## config.mk

```make
export PLATFORM = sky130hd
export DESIGN_NAME = bist_session_ctrl
export DESIGN_NICKNAME = d
export VERILOG_FILES = /design/src/rtl/bist_session_ctrl.sv
export SDC_FILE = /design/constraint.sdc
export NUM_CORES = 1
export LEC_CHECK = 0
export CAP_MARGIN = 20
export CORE_UTILIZATION = 30
export DETAILED_ROUTE_END_ITERATION = 7
export HOLD_SLACK_MARGIN = 0.05
export SYNTH_ARGS = -nofsm -noshare
export SYNTH_HDL_FRONTEND = slang
export SYNTH_SLANG_ARGS = --single-unit
```

## constraint.sdc

```tcl
create_clock -name clk -period 2.2 [get_ports clk]
set_clock_uncertainty 0.1 [all_clocks]
set_input_delay 0.44 -clock clk [delete_from_list [all_inputs] [get_ports clk]]
set_output_delay 0.44 -clock clk [all_outputs]
set_load 0.02 [all_outputs]
```

## src/rtl/bist_session_ctrl.sv

```systemverilog
// Tester-side session controller for the BIST block: pulses the BIST reset,
// holds testmode for one full LFSR sweep, samples the fault flag on its single
// valid cycle and accumulates per-run pass/fail results across NUM_RUNS runs.
module bist_session_ctrl #(
  parameter int SESSION_LEN = 16,
  parameter int NUM_RUNS    = 4,
  parameter int RST_CYCLES  = 2,
  parameter int CNT_W       = 8
) (
  input  logic             clk,
  input  logic             rst,
  input  logic             start_i,
  input  logic             abort_i,
  output logic             busy_o,
  output logic             done_o,
  output logic             pass_o,
  output logic             aborted_o,
  output logic [CNT_W-1:0] fail_count_o,
  output logic [CNT_W-1:0] first_fail_o,
  output logic             bist_rst_o,
  output logic             bist_testmode_o,
  input  logic             bist_fault_i
);

  // run_cnt must reach SESSION_LEN+1; rst_cnt must reach RST_CYCLES-1.
  localparam int RUN_W = $clog2(SESSION_LEN + 2);
  localparam int RST_W = $clog2(RST_CYCLES + 1);
  localparam logic [RUN_W-1:0] RUN_LAST = RUN_W'(SESSION_LEN + 1);
  localparam logic [RST_W-1:0] RST_LAST = RST_W'(RST_CYCLES - 1);
  localparam logic [CNT_W-1:0] RUNS_LAST = CNT_W'(NUM_RUNS);

  typedef enum logic [2:0] {
    S_IDLE,
    S_RST_BIST,
    S_RUN,
    S_EVAL,
    S_DONE
  } state_t;

  state_t           state_q, state_d;
  logic [RUN_W-1:0] run_cnt_q, run_cnt_d;
  logic [RST_W-1:0] rst_cnt_q, rst_cnt_d;
  logic [CNT_W-1:0] run_idx_q, run_idx_d;
  logic [CNT_W-1:0] fail_cnt_q, fail_cnt_d;
  logic [CNT_W-1:0] first_fail_q, first_fail_d;
  logic             fault_q, fault_d;
  logic             busy_q, busy_d;
  logic             done_q, done_d;
  logic             pass_q, pass_d;
  logic             aborted_q, aborted_d;
  logic             bist_rst_q, bist_rst_d;
  logic             tm_q, tm_d;

  // Increment that sticks at all-ones instead of wrapping.
  function automatic logic [CNT_W-1:0] sat_inc(input logic [CNT_W-1:0] v);
    if (v == {CNT_W{1'b1}}) return v;
    return v + CNT_W'(1);
  endfunction

  // Next-state and next-output logic; outputs are derived from the next state
  // so every output register changes on the same edge as the state.
  always_comb begin
    state_d      = state_q;
    run_cnt_d    = run_cnt_q;
    rst_cnt_d    = rst_cnt_q;
    run_idx_d    = run_idx_q;
    fail_cnt_d   = fail_cnt_q;
    first_fail_d = first_fail_q;
    fault_d      = fault_q;
    pass_d       = pass_q;
    aborted_d    = aborted_q;

    case (state_q)
      S_IDLE: begin
        if (start_i) begin
          state_d      = S_RST_BIST;
          run_idx_d    = CNT_W'(1);
          rst_cnt_d    = '0;
          fail_cnt_d   = '0;
          first_fail_d = '0;
          pass_d       = 1'b0;
          aborted_d    = 1'b0;
        end
      end
      S_RST_BIST: begin
        if (abort_i) begin
          state_d   = S_DONE;
          aborted_d = 1'b1;
        end else if (rst_cnt_q == RST_LAST) begin
          state_d   = S_RUN;
          run_cnt_d = '0;
        end else begin
          rst_cnt_d = rst_cnt_q + RST_W'(1);
        end
      end
      S_RUN: begin
        // Abort wins over the sample; fault is only looked at on the last RUN cycle.
        if (abort_i) begin
          state_d   = S_DONE;
          aborted_d = 1'b1;
        end else if (run_cnt_q == RUN_LAST) begin
          fault_d = bist_fault_i;
          state_d = S_EVAL;
        end else begin
          run_cnt_d = run_cnt_q + RUN_W'(1);
        end
      end
      S_EVAL: begin
        if (abort_i) begin
          state_d   = S_DONE;
          aborted_d = 1'b1;
        end else begin
          if (fault_q) begin
            fail_cnt_d = sat_inc(fail_cnt_q);
            if (first_fail_q == '0) first_fail_d = run_idx_q;
          end
          if (run_idx_q == RUNS_LAST) begin
            state_d = S_DONE;
          end else begin
            run_idx_d = run_idx_q + CNT_W'(1);
            rst_cnt_d = '0;
            state_d   = S_RST_BIST;
          end
        end
      end
      S_DONE: begin
        state_d = S_IDLE;
      end
      default: begin
        state_d = S_IDLE;
      end
    endcase

    busy_d     = (state_d == S_RST_BIST) || (state_d == S_RUN) || (state_d == S_EVAL);
    done_d     = (state_d == S_DONE);
    tm_d       = (state_d == S_RUN);
    bist_rst_d = !((state_d == S_RUN) || (state_d == S_EVAL));
    if ((state_d == S_DONE) && (state_q != S_DONE)) begin
      pass_d = (fail_cnt_d == '0) && !aborted_d;
    end
  end

  // State and registered outputs, cleared asynchronously by rst.
  always_ff @(posedge clk or posedge rst) begin
    if (rst) begin
      state_q      <= S_IDLE;
      run_cnt_q    <= '0;
      rst_cnt_q    <= '0;
      run_idx_q    <= '0;
      fail_cnt_q   <= '0;
      first_fail_q <= '0;
      fault_q      <= 1'b0;
      busy_q       <= 1'b0;
      done_q       <= 1'b0;
      pass_q       <= 1'b0;
      aborted_q    <= 1'b0;
      bist_rst_q   <= 1'b1;
      tm_q         <= 1'b0;
    end else begin
      state_q      <= state_d;
      run_cnt_q    <= run_cnt_d;
      rst_cnt_q    <= rst_cnt_d;
      run_idx_q    <= run_idx_d;
      fail_cnt_q   <= fail_cnt_d;
      first_fail_q <= first_fail_d;
      fault_q      <= fault_d;
      busy_q       <= busy_d;
      done_q       <= done_d;
      pass_q       <= pass_d;
      aborted_q    <= aborted_d;
      bist_rst_q   <= bist_rst_d;
      tm_q         <= tm_d;
    end
  end

  assign busy_o          = busy_q;
  assign done_o          = done_q;
  assign pass_o          = pass_q;
  assign aborted_o       = aborted_q;
  assign fail_count_o    = fail_cnt_q;
  assign first_fail_o    = first_fail_q;
  assign bist_rst_o      = bist_rst_q;
  assign bist_testmode_o = tm_q;

endmodule

```

==> impl_metrics.toml <==
[status]
status = "finished with violations"
violations = "negative setup slack"

[logic_synthesis]
synthesis.nets = 214
syn_inst = 203
synth-edff-count = 0
synth_most_common_cell = "dfrtp_1"
ys_ff_latch = 41
async_reset_ff_share_pct = 100
synth_cell_types = 47
ys.flop_type = "dfrtp_1"
avgSynthCellArea_um2 = 10.2
synth_commonest_cells = "40 x dfrtp_1, 18 x nor2_1, 17 x nand2_1"
synthTopCellsByArea = "dfrtp_1 48%, xor2_1 4.2%, ha_1 3.6%"
yosysTopAreaCell = "dfrtp_1"
synth.cell_area_um2 = 2070
synth_top_area_share_pct = 48.3
ys_warn_count = 0
seq_area_frac_synth_pct = 49.6

[worst_setup_path]
path_max_fanout = 5
endpoint_kind = "register"
worstPathArrival_ps = 2330
crit_chain = "clkdlybuf4s50_1 -> nand2b_2 -> nor4_2 -> a211oi_1 -> or4_1 -> o31ai_2"
cpLargestDelayFamily = "simple AND/OR/NAND/NOR gates"
r2r-start = "run_idx_q[1]"
max_stage_delay_ps = 530
cp_num_buf_inv = 1
slowest_stage = "or4_1"
cp-start-kind = "input pin"
required_ps = 2300
critPathLaunch = "abort_i"
critical_path_class = "input pin to register"

[clocking]
cts_tree = "done"
clk_latency_ps = 290
ctsHoldBuffers = 0
cts_buffer_depth = 2
clkSinkCount = 41
clk_pin_slew_ps = 80
ctsHtreeMaxLevel = 2
numCtsBuffers = 5
root_buffer = "clkbuf_8"

[floorplan]
top_level_ports = 27
design.core.area_um2 = 6490
die_area_um2 = 7240
die_h_um = 85.1
start_util_pct = 31.9
fp-row-count = 29
fp.dieW_um = 85.1

[placement]
place_inst = 329
dpl-instance-area_um2 = 2610
dp_hpwl_um = 3420
portBuffers = 26
routabilityCongestion = 0.821

[global_route]
grt_max_degree = 42
grt-ovfl-total = 0
grt_pass1_wl_um = 8160
grt.total_usage_pct = 14.3
antenna_found_initial = 0
grt_pass1_vias = 1721

[drt]
vias = 1704
wl_per_cell_um = 13.9
drc = 0
drtAntennaViolNets = 0
viasPerCell = 5.04
finalWirelength_um = 4710
first_pass_iters = 4
drt_iter0_markers = 74

[timing]
max_freq_mhz = 448
slew_violations = 0
worst_pin_slew_ps = 530
finalHoldViolations = 0
setup_viol = 1
period_share_pct = 101
slew_headroom_pct = 64.7
final.min_clock_period_ps = 2230
layout_setup_ws_ps = -29.7
rsz0062_at_grt = "true"

[finish]
diodes = 0
syn2layout_area_growth_pct = 32.0
instances_no_fill = 338
design_area_um2 = 2730
nFillCells = 630
fin_util_pct = 42.1
drive_gt1_share_pct = 18.8
layout.nets = 271

[flow_run]
drv_cap = 0

[min_path]
hp-class = "register to register"
holdCritStartpoint = "rst_cnt_q[1]"

[pwr]
pwr-share-seq_pct = 43.5
power_mw = 2.10
power.internal_mw = 1.41
combPwrFrac_pct = 32.5
power.switching_mw = 0.690
swShare_pct = 32.8
power.share.clock_pct = 24.0
ir_drop_v = 0.000243
leakagePower_nw = 1.27
powerDensity_nw_per_um2 = 770
-- area by class of cell --
cell class | count | area [um^2] | share of cell area (%)
multi-input cells | 145 | 1000 | 36.6
flip-flops and latches | 41 | 1030 | 37.6
repair buffers | 54 | 470 | 17.2
well taps | 77 | 96.3 | 3.53
clock buffers | 8 | 90.1 | 3.30
inverters | 13 | 48.8 | 1.79
-- power groups by stage --
stage	sequential (mW)	combinational (mW)	clock, mW
final	0.916	0.683	0.504
after global routing	0.927	0.766	0.545
after CTS	0.916	0.684	0.519
after detailed placement	0.930	0.674	0
after global placement	0.928	0.670	0
after floorplan	0.971	0.338	0
-- final timing paths --
kind / endpoint / slack [ps] / depth (start not counted)
worst max-delay path: pass_o / -30 / 6
worst min-delay path: rst_cnt_q[1] / 430 / 2
worst max register to register: pass_o / 20 / 8
worst min register to register: rst_cnt_q[1] / 430 / 2
max in group asynchronous: bist_rst_o / 1150 / 3
min in group asynchronous: fail_count_o[1] / 480 / 3
-- flip-flops by register name, indices dropped and copies added, names as in the netlist --
name,flops
run_idx_q,8
pass_o,1
fault_q,1
done_o,1
first_fail_o,8
run_cnt_q,5
bist_rst_o,1
aborted_o,1
fail_count_o,8
busy_o,1
state_q,3
bist_testmode_o,1
rst_cnt_q,2
-- layout by cell type, fill, tap and decap left out, types with 2 or more instances in the layout --
| master | synthesis | final |
|---|---|---|
| dfrtp_1 | 40 | 40 |
| buf_4 | 0 | 28 |
| clkdlybuf4s50_1 | 0 | 26 |
| nor2_1 | 18 | 17 |
| nand2_1 | 17 | 17 |
| inv_1 | 13 | 13 |
| xor2_1 | 10 | 10 |
| nand4_1 | 9 | 9 |
| o21ai_0 | 9 | 9 |
| a22o_1 | 8 | 8 |
| a21oi_1 | 8 | 7 |
| nand3_1 | 6 | 6 |
| and3_1 | 6 | 6 |
| ha_1 | 6 | 6 |
| clkbuf_8 | 0 | 6 |
| nor3_1 | 4 | 4 |
| nor2b_1 | 4 | 4 |
| nand2b_1 | 4 | 3 |
| mux2i_1 | 3 | 3 |
| o22ai_1 | 3 | 3 |
| o31ai_1 | 2 | 2 |
| and2_1 | 2 | 2 |
| nor4_2 | 1 | 2 |
| clkbuf_1 | 1 | 2 |
-- per-layer routing --
metal / track usage (%) / vias up / routed length, um
met4: 5.24 / 0 / 53
met2: 22.3 / 30 / 2140
li1: - / 845 / -
met1: 19.3 / 824 / 2360
met3: 3.50 / 5 / 156
met5: 0 / - / 0
-- cells by family after synthesis --
logic type	after synthesis	share of synthesized area, %
AND/OR/NAND/NOR	82	21.9
AO/OA/AOI/OAI	42	14.9
flip-flops	41	49.6
buffers and inverters	17	3.26
XOR/XNOR	11	4.65
adder cells (fa/ha/maj)	6	3.63
multiplexers	4	1.99
-- stage by stage --
step	TNS, ps	hold WS, ps	setup WS [ps]
6_report	-29.7	433	-29.7
5_1_grt	-113	473	-113
4_1_cts	0	428	11.6
3_5_place_dp	-838	405	-379
3_3_place_gp	-650	398	-311
2_1_floorplan	0	372	138
-- tightest hold or removal path, stage by stage (launching register included) --
cell	delay, ps
dfrtp_1	350
o21ai_0	80
o31ai_1	60
-- repair_timing --
action                                  CTS  global route
hold endpoints to repair                  0             0
gates cloned                              0             0
endpoints found under the setup margin    1             1
pin swaps                                 0             2
resized for setup                         5             0
buffers inserted                          0             1
No activity file was read; power rests on OpenSTA's default activity.
